[src/rtl/fft_pkg.sv]
// -----------------------------------------------------------------------------
// fft_pkg
// Shared defaults and helpers for the FFT peak-to-frequency path.
//   NSAMPLES_DEF / NBITS_DEF : FFT window length and bin-index width
//   W_DEF                    : peak magnitude width
//   FSHZ_DEF                 : sample rate in Hz
//   state_t, ST_EMPTY/TRACK  : lock FSM encoding
//   bitrev()                 : reverse the low n bits of a bin index
// -----------------------------------------------------------------------------
package fft_pkg;

    localparam int NSAMPLES_DEF = 1024;
    localparam int NBITS_DEF    = $clog2(NSAMPLES_DEF);
    localparam int W_DEF        = 33;
    localparam int FSHZ_DEF     = 48000;

    // Lock FSM: EMPTY = no history held, TRACK = history valid.
    typedef logic [0:0] state_t;
    localparam state_t ST_EMPTY = 1'b0;
    localparam state_t ST_TRACK = 1'b1;

    // Reverse the low n bits of k; bits at and above n come back zero.
    // Shift-based so no bit index depends on n.
    function automatic logic [31:0] bitrev(input logic [31:0] k, input int n);
        logic [31:0] r;
        logic [31:0] s;
        r = '0;
        s = k;
        for (int i = 0; i < 32; i++) begin
            if (i < n) begin
                r = {r[30:0], s[0]};
                s = {1'b0, s[31:1]};
            end
        end
        return r;
    endfunction

endpackage

[src/rtl/freq_avg.sv]
// -----------------------------------------------------------------------------
// freq_avg
// AvgN-deep moving average of 16-bit frequency samples, built from a circular
// history buffer and a running sum.
//   clk, reset  : clock, async active-high reset
//   preload_i   : load every slot and the sum with sample_i (first window)
//   update_i    : replace the oldest slot with sample_i
//   sample_i    : new raw frequency (Hz)
//   avg_o       : combinational result for this cycle's preload/update,
//                 registered by the caller on the same edge
// -----------------------------------------------------------------------------
module freq_avg #(
    parameter int AvgN = 4
) (
    input  logic        clk,
    input  logic        reset,
    input  logic        preload_i,
    input  logic        update_i,
    input  logic [15:0] sample_i,
    output logic [15:0] avg_o
);

    localparam int L  = $clog2(AvgN);
    localparam int SW = 16 + L;

    logic [15:0]   hist_q [AvgN];
    logic [L-1:0]  ptr_q;
    logic [SW-1:0] sum_q;
    logic [SW-1:0] sum_d;

    // sum_q always covers hist_q exactly, so the subtraction cannot underflow.
    assign sum_d = sum_q - SW'(hist_q[ptr_q]) + SW'(sample_i);
    assign avg_o = preload_i ? sample_i : 16'(sum_d >> L);

    always_ff @(posedge clk or posedge reset) begin
        if (reset) begin
            for (int i = 0; i < AvgN; i++) hist_q[i] <= '0;
            ptr_q <= '0;
            sum_q <= '0;
        end else if (preload_i) begin
            for (int i = 0; i < AvgN; i++) hist_q[i] <= sample_i;
            ptr_q <= '0;
            sum_q <= SW'(sample_i) << L;
        end else if (update_i) begin
            hist_q[ptr_q] <= sample_i;
            ptr_q         <= ptr_q + L'(1);  // AvgN is a power of two: wraps naturally
            sum_q         <= sum_d;
        end
    end

endmodule

[src/rtl/fft_peak_to_freq.sv]
// -----------------------------------------------------------------------------
// fft_peak_to_freq
// Converts an FFT peak (bit-reversed bin index + magnitude) to a frequency in
// Hz, rejects weak peaks, and tracks lock across windows.
// Three-stage pipeline, one window per cycle:
//   S1: bit-reverse index, compare magnitude with threshold
//   S2: freq_raw = (k_nat * FsHz) >> NBits
//   S3: lock FSM, optional smoothing, output register
// Optional feature: define FFT_FREQ_SMOOTH_EN to average the last AvgN
// accepted windows; otherwise freq_hz is the raw per-window frequency.
// Ports:
//   clk, reset        : clock, async active-high reset
//   peak, peak_k      : peak magnitude and bit-reversed bin index
//   peak_valid        : strobe qualifying peak/peak_k/thresh
//   thresh            : minimum accepted magnitude
//   freq_hz           : (smoothed) frequency, holds between updates
//   freq_valid        : strobe, 3 cycles after an accepted peak_valid
//   locked            : high while history holds at least one window
// -----------------------------------------------------------------------------
module fft_peak_to_freq
    import fft_pkg::*;
#(
    parameter int NSamples = NSAMPLES_DEF,
    parameter int W        = W_DEF,
    parameter int NBits    = $clog2(NSamples),
    parameter int FsHz     = FSHZ_DEF,
    parameter int AvgN     = 4,
    parameter int SilenceN = 8
) (
    input  logic             clk,
    input  logic             reset,
    input  logic [W-1:0]     peak,
    input  logic [NBits-1:0] peak_k,
    input  logic             peak_valid,
    input  logic [W-1:0]     thresh,
    output logic [15:0]      freq_hz,
    output logic             freq_valid,
    output logic             locked
);

    localparam int PW  = NBits + 17;
    localparam int SCW = $clog2(SilenceN + 1);

    if (AvgN < 2 || AvgN > 16 || (AvgN & (AvgN - 1)) != 0) begin : g_bad_avgn
        $error("AvgN must be a power of two in 2..16");
    end

    // ---------------- S1 ----------------
    logic [1:0]       vld_q;   // [0]=S1 valid, [1]=S2 valid
    logic             s1_acc_q;
    logic [NBits-1:0] s1_k_q;

    // ---------------- S2 ----------------
    logic             s2_acc_q;
    logic [15:0]      s2_freq_q;

    // ---------------- S3 ----------------
    state_t           state_q, state_d;
    logic [SCW-1:0]   sil_q, sil_d;
    logic [15:0]      freq_hz_q, freq_hz_d;
    logic             fv_q, fv_d;
    logic [15:0]      avg;

    always_ff @(posedge clk or posedge reset) begin
        if (reset) begin
            vld_q     <= '0;
            s1_acc_q  <= 1'b0;
            s1_k_q    <= '0;
            s2_acc_q  <= 1'b0;
            s2_freq_q <= '0;
        end else begin
            vld_q     <= {vld_q[0], peak_valid};
            s1_acc_q  <= (peak >= thresh);
            s1_k_q    <= NBits'(bitrev(32'(peak_k), NBits));
            s2_acc_q  <= s1_acc_q;
            // Truncating divide by NSamples; PW bits hold k_nat*FsHz without overflow.
            s2_freq_q <= 16'((PW'(s1_k_q) * PW'(FsHz)) >> NBits);
        end
    end

`ifdef FFT_FREQ_SMOOTH_EN
    logic avg_preload, avg_update;
    assign avg_preload = vld_q[1] & s2_acc_q & (state_q == ST_EMPTY);
    assign avg_update  = vld_q[1] & s2_acc_q & (state_q == ST_TRACK);

    freq_avg #(.AvgN(AvgN)) u_avg (
        .clk       (clk),
        .reset     (reset),
        .preload_i (avg_preload),
        .update_i  (avg_update),
        .sample_i  (s2_freq_q),
        .avg_o     (avg)
    );
`else
    assign avg = s2_freq_q;
`endif

    always_comb begin
        state_d   = state_q;
        sil_d     = sil_q;
        freq_hz_d = freq_hz_q;
        fv_d      = 1'b0;
        if (vld_q[1]) begin
            if (s2_acc_q) begin
                fv_d      = 1'b1;
                freq_hz_d = avg;
                sil_d     = '0;
                state_d   = ST_TRACK;
            end else if (state_q == ST_TRACK) begin
                // Rejected while tracking: count silence, drop lock after SilenceN.
                if (sil_q == SCW'(SilenceN - 1)) begin
                    sil_d   = '0;
                    state_d = ST_EMPTY;
                end else begin
                    sil_d = sil_q + SCW'(1);
                end
            end
        end
    end

    always_ff @(posedge clk or posedge reset) begin
        if (reset) begin
            state_q   <= ST_EMPTY;
            sil_q     <= '0;
            freq_hz_q <= '0;
            fv_q      <= 1'b0;
        end else begin
            state_q   <= state_d;
            sil_q     <= sil_d;
            freq_hz_q <= freq_hz_d;
            fv_q      <= fv_d;
        end
    end

    assign freq_hz    = freq_hz_q;
    assign freq_valid = fv_q;
    assign locked     = (state_q == ST_TRACK);

endmodule

[config.mk]
export PLATFORM = sky130hd
export DESIGN_NAME = fft_peak_to_freq
export DESIGN_NICKNAME = d
export VERILOG_FILES = /design/src/rtl/fft_pkg.sv /design/src/rtl/freq_avg.sv /design/src/rtl/fft_peak_to_freq.sv
export SDC_FILE = /design/constraint.sdc
export NUM_CORES = 1
export LEC_CHECK = 0
export CORE_ASPECT_RATIO = 1.1
export CORE_MARGIN = 3
export CORE_UTILIZATION = 40
export DETAILED_ROUTE_END_ITERATION = 6
export PLACE_DENSITY_LB_ADDON = 0.12
export SYNTH_ARGS = -nofsm -noshare
export SYNTH_HDL_FRONTEND = slang
export SYNTH_HIERARCHICAL = 1
export SYNTH_SLANG_ARGS = --single-unit
[constraint.sdc]
create_clock -name clk -period 3.84 [get_ports clk]
set_input_delay 0.768 -clock clk [delete_from_list [all_inputs] [get_ports clk]]
set_output_delay 0.768 -clock clk [all_outputs]
set_load 0.005 [all_outputs]
==> flow_summary_export.csv <==
group,metric,value,unit
run_status,status,"finished with violations",
run_status,failed_checks,"setup timing",
setup_path,cp_common_cell,"fa_1",
job,maxCapViolCount,0,
floorplan,dieArea,12800,sq um
power,p_leak,3.20,nW
synthesis,synth_cell_types,40,
synthesis,yosys.area.top_type,"dfrtp_1",
clocking,cts.clk_slew.worst_paths,70,ps
synthesis,synth_area_leaders,"dfrtp_1, ha_1, fa_1, inv_1, mux2_2",
setup_path,path_max_fanout,5,
placement,port_buffers,96,
floorplan,core_area,11100,sq um
timing,setup_viol,2,
synthesis,synth_nets,647,
floorplan,start_util,41.6,%
timing,grt_setup_unrepaired,"true",
setup_path,critical-path-max-stage-delay,510,ps
timing,skew,8.13,ps
clocking,ctsHtreeMaxLevel,2,
layout,fin_nets,781,
setup_path,required,4050,ps
clocking,clk_latency,290,ps
hold_path,min_path_cells,0,
setup_path,cp-end-kind,"flop",
drt,vias_per_cell,4.75,
synthesis,yosysSeqAreaShare,28.3,%
floorplan,ios,97,
clocking,cts_buffers,5,
floorplan,std_cell_rows,40,
setup_path,r2r_end,"avg[14]$_DFF_PP0_",
drt,wl,9.44,mm
synthesis,avgSynthCellArea,10.3,sq um
timing,worst_pin_slew,742,ps
timing,timing.final.ws_setup,-25.9,ps
setup_path,critPathKind,"flop to flop",
layout,final_common_cell,"inv_1",
synthesis,synthCells,446,
layout,syn_to_final_growth,40.0,%
setup_path,critical_path.slowest_cell,"fa_1",
setup_path,path_cells,"buf_6, ha_1, fa_1, inv_1, fa_1, fa_1, inv_1, ha_4, a21oi_2, or3b_4, a21oi_4, o31ai_4, a21oi_2, xnor2_1",
power,peakVddDrop,0.445,mV
floorplan,die_h,118,um
timing,fin_crit,3870,ps
placement,dp_hpwl,7.83,mm
hold_path,min_from,"s1_acc_q$_DFF_PP0_",
layout,final_cell_mix,"inv_1, clkdlybuf4s50_1, ha_1",
placement,place_ws,-135,ps
synthesis,synth-seq-cells,52,
placement,gp_congestion,0.838,
hold_path,min_path_type,"flop to flop",
global_routing,grt_pass1_wl,16.2,mm
global_routing,grt_overflow,0,
layout,antenna_cells,0,
clocking,cts_root_buf,"clkbuf_16",
clocking,clock-sinks,52,
layout,drive_gt1_share,18.2,%
drt,first_pass_iters,4,
timing,maxSlewHeadroom,50.4,%
global_routing,grt_max_degree,29,
drt,num_vias,3457,
timing,fmax,0.259,GHz
global_routing,first_global_vias,3651,
setup_path,rr_startpoint,"s1_k_q[3]$_DFF_PP0_",
setup_path,worst-r2r-setup-slack,-30,ps
hold_path,hold_end,"s2_acc_q$_DFF_PP0_",
drt,wl_per_cell,13.0,um
drt,ant_nets,0,
timing,hold_viol_final,0,
drt,drc,0,
global_routing,antenna_found_initial,0,
clocking,cts_buffer_depth,2,
floorplan,fp.dieW,108,um
global_routing,track_usage,15.3,%
drt,drt-initial-drc-count,89,
synthesis,syn-cell-area,4600,sq um
synthesis,yosys_warnings,6,
clocking,cts_hold_buf,0,
timing,slew_viol_final,0,
clocking,cts_tree,"done",
power,p_per_area,627,nW/um^2
layout,post-route-util,58.2,%
setup_path,timing.reg2reg.worst_path_depth,14,
setup_path,start_kind,"flop",
synthesis,synth_top_area_share,28.3,%
setup_path,worstPathArrival,4070,ps
timing,fin_crit_sh,101,%
==> cell type report <==
cell class | instances | area [sq um]
Clock inverter | 3 | 27.5
Multi-Input combinational cell | 274 | 3100
Clock buffer | 5 | 125
Inverter | 115 | 432
Sequential cell | 52 | 1310
Timing Repair Buffer | 132 | 1260
Fill cell | 936 | 4620
Tap cell | 147 | 184
==> how the worst max path moves through the flow <==
stage | to | cells after the start | slack, ps | startpoint
after floorplan | avg[14]$_DFF_PP0_ | 13 | 10 | s1_k_q[8]$_DFF_PP0_
after global placement | avg[14]$_DFF_PP0_ | 13 | -130 | s1_k_q[4]$_DFF_PP0_
final | avg[14]$_DFF_PP0_ | 14 | -30 | s1_k_q[3]$_DFF_PP0_
after CTS | avg[14]$_DFF_PP0_ | 13 | -40 | s1_k_q[7]$_DFF_PP0_
after detailed placement | avg[14]$_DFF_PP0_ | 13 | -140 | s1_k_q[4]$_DFF_PP0_
after global routing | avg[14]$_DFF_PP0_ | 13 | -160 | s1_k_q[7]$_DFF_PP0_
==> per-stage QoR <==
stage	hold slack [ps]	cell area (sq um)	cells	total power [mW]	TNS [ps]
CTS	351	6290	724	3.81	-71.2
detailed placement	335	5920	711	3.04	-476
floorplan	331	4610	446	2.26	0
global route	371	6440	728	4.41	-672
global placement	333	5920	711	3.02	-270
finish	350	6440	728	4.04	-47.1
==> per-layer routing <==
| metal | up-vias | routed length, um | GRT usage (%) |
|---|---|---|---|
| li1 | 1727 | - | - |
| met1 | 1660 | 3980 | 19.5 |
| met2 | 60 | 5050 | 27.6 |
| met3 | 10 | 279 | 1.97 |
| met4 | 0 | 138 | 3.24 |
| met5 | - | 0 | 0 |
==> synth_stat cells <==
| cell | count |
|---|---|
| nand4_1 | 6 |
| a211o_1 | 1 |
| o21ai_0 | 10 |
| nand2b_1 | 5 |
| o31ai_1 | 3 |
| fa_1 | 38 |
| nand2_1 | 13 |
| a21o_1 | 14 |
| nor2b_1 | 2 |
| inv_1 | 115 |
| nand3_1 | 2 |
| and3_1 | 3 |
| or3b_1 | 1 |
| mux2_2 | 16 |
| a31oi_1 | 2 |
| buf_4 | 1 |
| o21bai_1 | 1 |
| nor3b_1 | 2 |
| xor2_1 | 2 |
| a211oi_1 | 4 |
| and4_1 | 1 |
| o22ai_1 | 4 |
| o2111a_1 | 1 |
| ha_1 | 84 |
| nor2_1 | 9 |
| buf_2 | 3 |
| o21a_1 | 2 |
| o211ai_1 | 2 |
| a21boi_0 | 1 |
| dfrtp_1 | 52 |
| and2_1 | 1 |
| xnor2_1 | 9 |
| o311ai_0 | 1 |
| nor4_1 | 1 |
| a21oi_2 | 1 |
| buf_12 | 1 |
| nor4b_1 | 1 |
| a21oi_1 | 26 |
| nor3_1 | 4 |
| o41ai_1 | 1 |
==> power by group <==
part / internal [mW] / total [mW] / switching [mW]
combinational: 1.45 / 2.72 / 1.27
clock: 0.248 / 0.456 / 0.208
sequential: 0.765 / 0.861 / 0.0961
total: 2.46 / 4.04 / 1.58
==> registers in the layout, summed over array words and instances (netlist names), 2 cells and up <==
register  cells
avg          16
freq_hz      16
s1_k_q       10
sil_q         4
vld_q         2
==> worst max-delay path: cells and delay by family (launching register included) <==
family | cells | cell delay, ps
and+or+nand+nor | 1 | 400
xor gates and xnor gates | 1 | 130
AOI/OAI and AO/OA | 4 | 550
DFF | 1 | 480
adders and majority gates | 5 | 1950
buffers and inverters | 3 | 270
==> what timing repair did <==
| action | 4_1_cts | 5_1_grt |
|---|---|---|
| pin swaps | 32 | 34 |
| buffers inserted | 5 | 5 |
| gates resized for setup | 29 | 26 |
| endpoints found under the setup margin | 6 | 7 |
| cloned | 0 | 0 |
==> kinds of logic (layout without fill, tap and decap cells) <==
| family | after synthesis | after routing | synth area share [%] |
|---|---|---|---|
| buffers and inverters | 120 | 255 | 10.3 |
| adders and majority gates | 122 | 122 | 39.4 |
| AOI/OAI and AO/OA | 74 | 74 | 10.2 |
| muxes | 16 | 16 | 3.92 |
| DFF | 52 | 52 | 28.3 |
| xor gates and xnor gates | 11 | 11 | 2.10 |
| and+or+nand+nor | 51 | 51 | 5.80 |
Power figures use the tool's default switching activity.
